`config.mk`:
```
export PLATFORM = sky130hd
export DESIGN_NAME = m16_pattern_filler
export DESIGN_NICKNAME = d
export VERILOG_FILES = /design/src/rtl/m16_pattern_filler.sv
export SDC_FILE = /design/constraint.sdc
export NUM_CORES = 1
export LEC_CHECK = 0
export ABC_AREA = 1
export BUFFER_PORTS_ARGS = -buffer_cell sky130_fd_sc_hd__buf_2
export CAP_MARGIN = 20
export CORE_MARGIN = 2
export CORE_UTILIZATION = 50
export DETAILED_ROUTE_END_ITERATION = 8
export GPL_ROUTABILITY_DRIVEN = 0
export PLACE_DENSITY = 0.66
export SYNTH_ARGS = -nofsm -noshare
export SYNTH_HDL_FRONTEND = slang
export SYNTH_SLANG_ARGS = --single-unit
```
`constraint.sdc`:
```
create_clock -name clk -period 3.95 [get_ports clk]
set_input_delay 0 -clock clk [delete_from_list [all_inputs] [get_ports clk]]
set_output_delay 0 -clock clk [all_outputs]
set_load 0.01 [all_outputs]
```
`src/rtl/m16_pattern_filler.sv`:
```
// ============================================================================
// Module  : m16_pattern_filler
// Brief   : Per-request frame word generator with table, ramp, walking-one,
//           marker and slot-counter payload sources.
// Revision: 1.0 - initial release
// ============================================================================
`default_nettype none

module m16_pattern_filler #(
  parameter int WORD_W     = 12,
  parameter int DATA_W     = 8,
  parameter int PTR_W      = 11,
  parameter int SLOT_BITS  = 5,
  parameter int UP_SLOT    = 0,
  parameter int DOWN_SLOT  = 11,
  parameter int MARKER_PTR = 16
) (
  input  logic                 clk,
  input  logic                 reset,
  input  logic                 get_word,
  input  logic [PTR_W-1:0]     rd_ptr,
  input  logic [1:0]           mode,
  input  logic                 cfg_we,
  input  logic [SLOT_BITS-1:0] cfg_addr,
  input  logic [DATA_W-1:0]    cfg_data,
  output logic [WORD_W-1:0]    data_word,
  output logic                 word_valid
);

  localparam int          c_PAD_W  = WORD_W - 1 - DATA_W;
  localparam int          c_SLOTS  = 1 << SLOT_BITS;
  localparam int          c_BIT_W  = $clog2(DATA_W);
  localparam logic [1:0]  c_MODE_TABLE  = 2'd0;
  localparam logic [1:0]  c_MODE_RAMP   = 2'd1;
  localparam logic [1:0]  c_MODE_WALK   = 2'd2;
  localparam logic [1:0]  c_MODE_MARKER = 2'd3;
  localparam logic [WORD_W-1:0] c_MARKER_WORD = WORD_W'(2);

  logic [DATA_W-1:0] r_table [c_SLOTS];
  logic [DATA_W-1:0] r_up_cnt;
  logic [DATA_W-1:0] r_down_cnt;
  logic              r_up_arm;
  logic              r_down_arm;
  logic [PTR_W-1:0]  r_prev_ptr;

  logic [SLOT_BITS-1:0] w_slot;
  logic                 w_ptr_changed;
  logic                 w_up_arm_eff;
  logic                 w_down_arm_eff;
  logic                 w_is_marker;
  logic                 w_up_hit;
  logic                 w_down_hit;
  logic                 w_half_start;
  logic                 w_up_upd;
  logic                 w_down_upd;
  logic [DATA_W-1:0]    w_slot_payload;
  logic [DATA_W-1:0]    w_walk;
  logic [DATA_W-1:0]    w_payload;
  logic [WORD_W-1:0]    w_word;

  assign w_slot        = rd_ptr[SLOT_BITS-1:0];
  assign w_ptr_changed = (rd_ptr != r_prev_ptr);
  // A fresh pointer re-arms both counters within the same request.
  assign w_up_arm_eff   = r_up_arm   | w_ptr_changed;
  assign w_down_arm_eff = r_down_arm | w_ptr_changed;

  assign w_is_marker  = (mode == c_MODE_MARKER) || (rd_ptr == PTR_W'(MARKER_PTR));
  assign w_up_hit     = (mode == c_MODE_TABLE) && (w_slot == SLOT_BITS'(UP_SLOT));
  assign w_down_hit   = (mode == c_MODE_TABLE) && (w_slot == SLOT_BITS'(DOWN_SLOT));
  assign w_half_start = (rd_ptr[PTR_W-2:0] == '0);
  assign w_up_upd     = get_word && w_up_hit && w_half_start && w_up_arm_eff;
  assign w_down_upd   = get_word && w_down_hit && w_down_arm_eff;

  assign w_walk = DATA_W'(1) << rd_ptr[c_BIT_W-1:0];

  always_comb begin
    w_slot_payload = r_table[w_slot];
    if (w_up_hit) begin
      w_slot_payload = r_up_cnt;
    end else if (w_down_hit) begin
      w_slot_payload = r_down_cnt;
    end
  end

  always_comb begin
    w_payload = w_slot_payload;
    if (mode == c_MODE_RAMP) begin
      w_payload = rd_ptr[DATA_W-1:0];
    end else if (mode == c_MODE_WALK) begin
      w_payload = w_walk;
    end
  end

  always_comb begin
    w_word = {1'b0, w_payload, {c_PAD_W{1'b0}}};
    if (w_is_marker) begin
      w_word = c_MARKER_WORD;
    end
  end

  // Table read above sees the pre-write entry, so a coincident cfg write
  // only becomes visible to the following request.
  always_ff @(posedge clk) begin
    if (reset) begin
      data_word  <= '0;
      word_valid <= 1'b0;
      r_up_cnt   <= '0;
      r_down_cnt <= '0;
      r_up_arm   <= 1'b1;
      r_down_arm <= 1'b1;
      r_prev_ptr <= '1;
      for (int i = 0; i < c_SLOTS; i++) begin
        r_table[i] <= DATA_W'(100 + i);
      end
    end else begin
      word_valid <= get_word;
      if (get_word) begin
        data_word  <= w_word;
        r_prev_ptr <= rd_ptr;
        r_up_arm   <= w_up_upd   ? 1'b0 : w_up_arm_eff;
        r_down_arm <= w_down_upd ? 1'b0 : w_down_arm_eff;
        if (w_up_upd) begin
          r_up_cnt <= r_up_cnt + 1'b1;
        end
        if (w_down_upd) begin
          r_down_cnt <= r_down_cnt - 1'b1;
        end
      end
      if (cfg_we) begin
        r_table[cfg_addr] <= cfg_data;
      end
    end
  end

endmodule

`default_nettype wire

```
==> run summary <==
Outcome -> finished clean
Final net count -> 1,702
Setup_tns -> 0 ns
# Post-CTS Setup Buffers -> 0
Placed insts -> 1,999
Post-route cell area -> 15,780 um^2
Synth top area share -> 0.5385
Post-synth ARST share -> 0
Worst hold path stage count -> 5
Core ar. -> 27,930 um^2
IO Pins -> 43
Global route total overflow -> 0
PortBufs -> 39
Initial core utilization -> 0.5111
Vias in the first global route -> 10,790
Via/cell ratio -> 5.495
Register-to-register setup slack -> 2.22 ns
All-layer global routing usage -> 0.2592
Dpl hpwl -> 24,450 um
Worst-Margin Slew -> 1.027 ns
Dpl cell area -> 14,610 um^2
Arr. time, crit path -> 2.50 ns
Initial antenna violation count -> 0
Post-synthesis cell type count -> 38
EDFF count, synth -> 256
Peak supply drop -> 0.3604 mV
Die H -> 173.0 um
Avg Cell Area, Syn -> 8.616 um^2
Die Area -> 29,920 um^2
First-pass iteration count of the detailed router -> 5
Primary FF master, synth -> edfxtp_1
Hold crit path type -> in2reg
First-pass GRT wire length -> 60,220 um
Final hold vios -> 0
Worst slew margin -> 0.3125
CTS Buffer Depth -> 3
Final core occ -> 0.5649
# hold bufs at CTS -> 16
Filler cell count in the final layout -> 2,521
Sink Count -> 295
Max Cap Viol -> 0
Reg clk slew, reported paths -> 0.07 ns
Min Tclk post-route -> 2.262 ns
CTS buffer count -> 31
Highest-count cells in the layout ignoring fill and taps -> nand2_1 (712), edfxtp_1 (256), nor2_1 (165), nand3_1 (127), inv_1 (99)
Synthesized cell area -> 14,280 um^2
Synth top area cells -> edfxtp_1 (54%), nand2_1 (19%), dfxtp_1 (5.5%), nand3_1 (4.5%), nor2_1 (4.3%)
# setup viols final -> 0
Fraction of layout instances using a drive strength above 1 -> 0.07493
ANT nets after route -> 0
Pin count of the biggest net entering global routing -> 90
Synth Instances -> 1,657
# DRC -> 0
Cell Count, Final, Fillers Out -> 2,073
CTS tree -> done
Leading cell type in the layout, fill and taps excluded -> nand2_1
F_max -> 0.4420 GHz
Max Slew Vio Count -> 0
Post-CTS sizing -> 0
Routed WL -> 39,030 um
Diodes inserted -> 0
Clock Skew -> 0.01781 ns
Leakage -> 0.006285 uW
Clock root buffer master -> clkbuf_16
Worst-case reg-to-reg path depth -> 12
Syn-to-layout area delta -> 10.54%
Clock Latency Late Sink -> 0.58 ns
Via count -> 11,390
Drt initial violations -> 1,390
Sequential-to-total area share from yosys stat -> 0.5932
Worst EP required -> 4.19 ns
PD cells -> 454.7 nW/um^2
Routed len/inst -> 18.83 um
CP endpoint kind -> register
Critical path type -> in2reg
Critical path fanouts, max -> 21
Hold_ws -> 0.02444 ns
Yosys reg bits -> 295
RSZ-0062 raised after global routing -> no
Cell Rows -> 61
Yosys warning count -> 0
Leading area contributor after synthesis -> edfxtp_1
Period utilization -> 0.5728
Critical path launch point type -> input port
Htree depth -> 1
Die width -> 173.0 um
## area by class of cell
type | count | area (um^2) | area share
Multi-Input combinational cell | 1156 | 4908 | 0.3110
Tap cell | 378 | 473.0 | 0.02997
Timing Repair Buffer | 72 | 489.2 | 0.03100
Clock buffer | 43 | 838.3 | 0.05312
Sequential cell | 295 | 8468 | 0.5366
Clock inverter | 15 | 172.7 | 0.01094
Inverter | 114 | 431.7 | 0.02735
## worst paths after layout
check / start / to
setup reg to reg: r_prev_ptr[5] / r_up_cnt[6]
setup / recovery: reset / r_table[22][5]
hold / removal: cfg_addr[3] / r_table[20][6]
hold reg to reg: r_down_cnt[5] / r_down_cnt[5]
## kinds of logic after synthesis
logic type,after synthesis,share of synthesized area
other,1,0.0002627
AO/OA/AOI/OAI,88,0.03471
XOR/XNOR,15,0.009203
buffers and inverters,208,0.06354
AND/OR/NAND/NOR,1048,0.2974
adder cells (fa/ha/maj),2,0.001753
flip-flops,295,0.5932
## critical path: stages
cell and delay (ns):
dlygate4sd3_1 0.53, buf_2 0.28, inv_2 0.10, nand2_1 0.12
nor3_1 0.16, inv_1 0.30, nor2_1 0.49, inv_1 0.16
nand2_1 0.34
## routing by layer
metal,share of wire,track usage
met4,0.035,0.1010
met3,0.095,0.04551
met2,0.45,0.4043
met1,0.42,0.3627
met5,0,0
## cell usage after synthesis (all sizes together), types with 6 or more instances
| cell type | number |
|---|---|
| clkbuf | 38 |
| o21ai | 18 |
| nand2 | 716 |
| nor3 | 16 |
| nand3 | 129 |
| inv | 111 |
| buf | 56 |
| xnor2 | 7 |
| a21oi | 54 |
| a31oi | 6 |
| edfxtp | 256 |
| xor2 | 8 |
| nand4 | 13 |
| nor2 | 171 |
| dfxtp | 39 |
| o211ai | 8 |
## stage by stage
stage | total power (uW) | setup slack [ns]
final | 7176 | 1.688
after global routing | 7369 | 1.498
after CTS | 7178 | 1.772
after detailed placement | 4278 | 1.506
after global placement | 4269 | 1.329
after floorplan | 4062 | 2.561
## flip-flops by register name, indices dropped and copies added, names as in the netlist
register    cells
r_table       256
r_up_arm        1
data_word       9
r_prev_ptr     11
r_down_arm      1
r_up_cnt        8
r_down_cnt      8
word_valid      1
## power breakdown
group          total [uW]  internal [uW]  switching [uW]  leakage, uW
registers            3600           3540            56.3      0.00283
clock network        2940           1690            1250     0.000487
logic                 644            171             473      0.00297
Note: power is estimated with default switching activity, not from simulation.
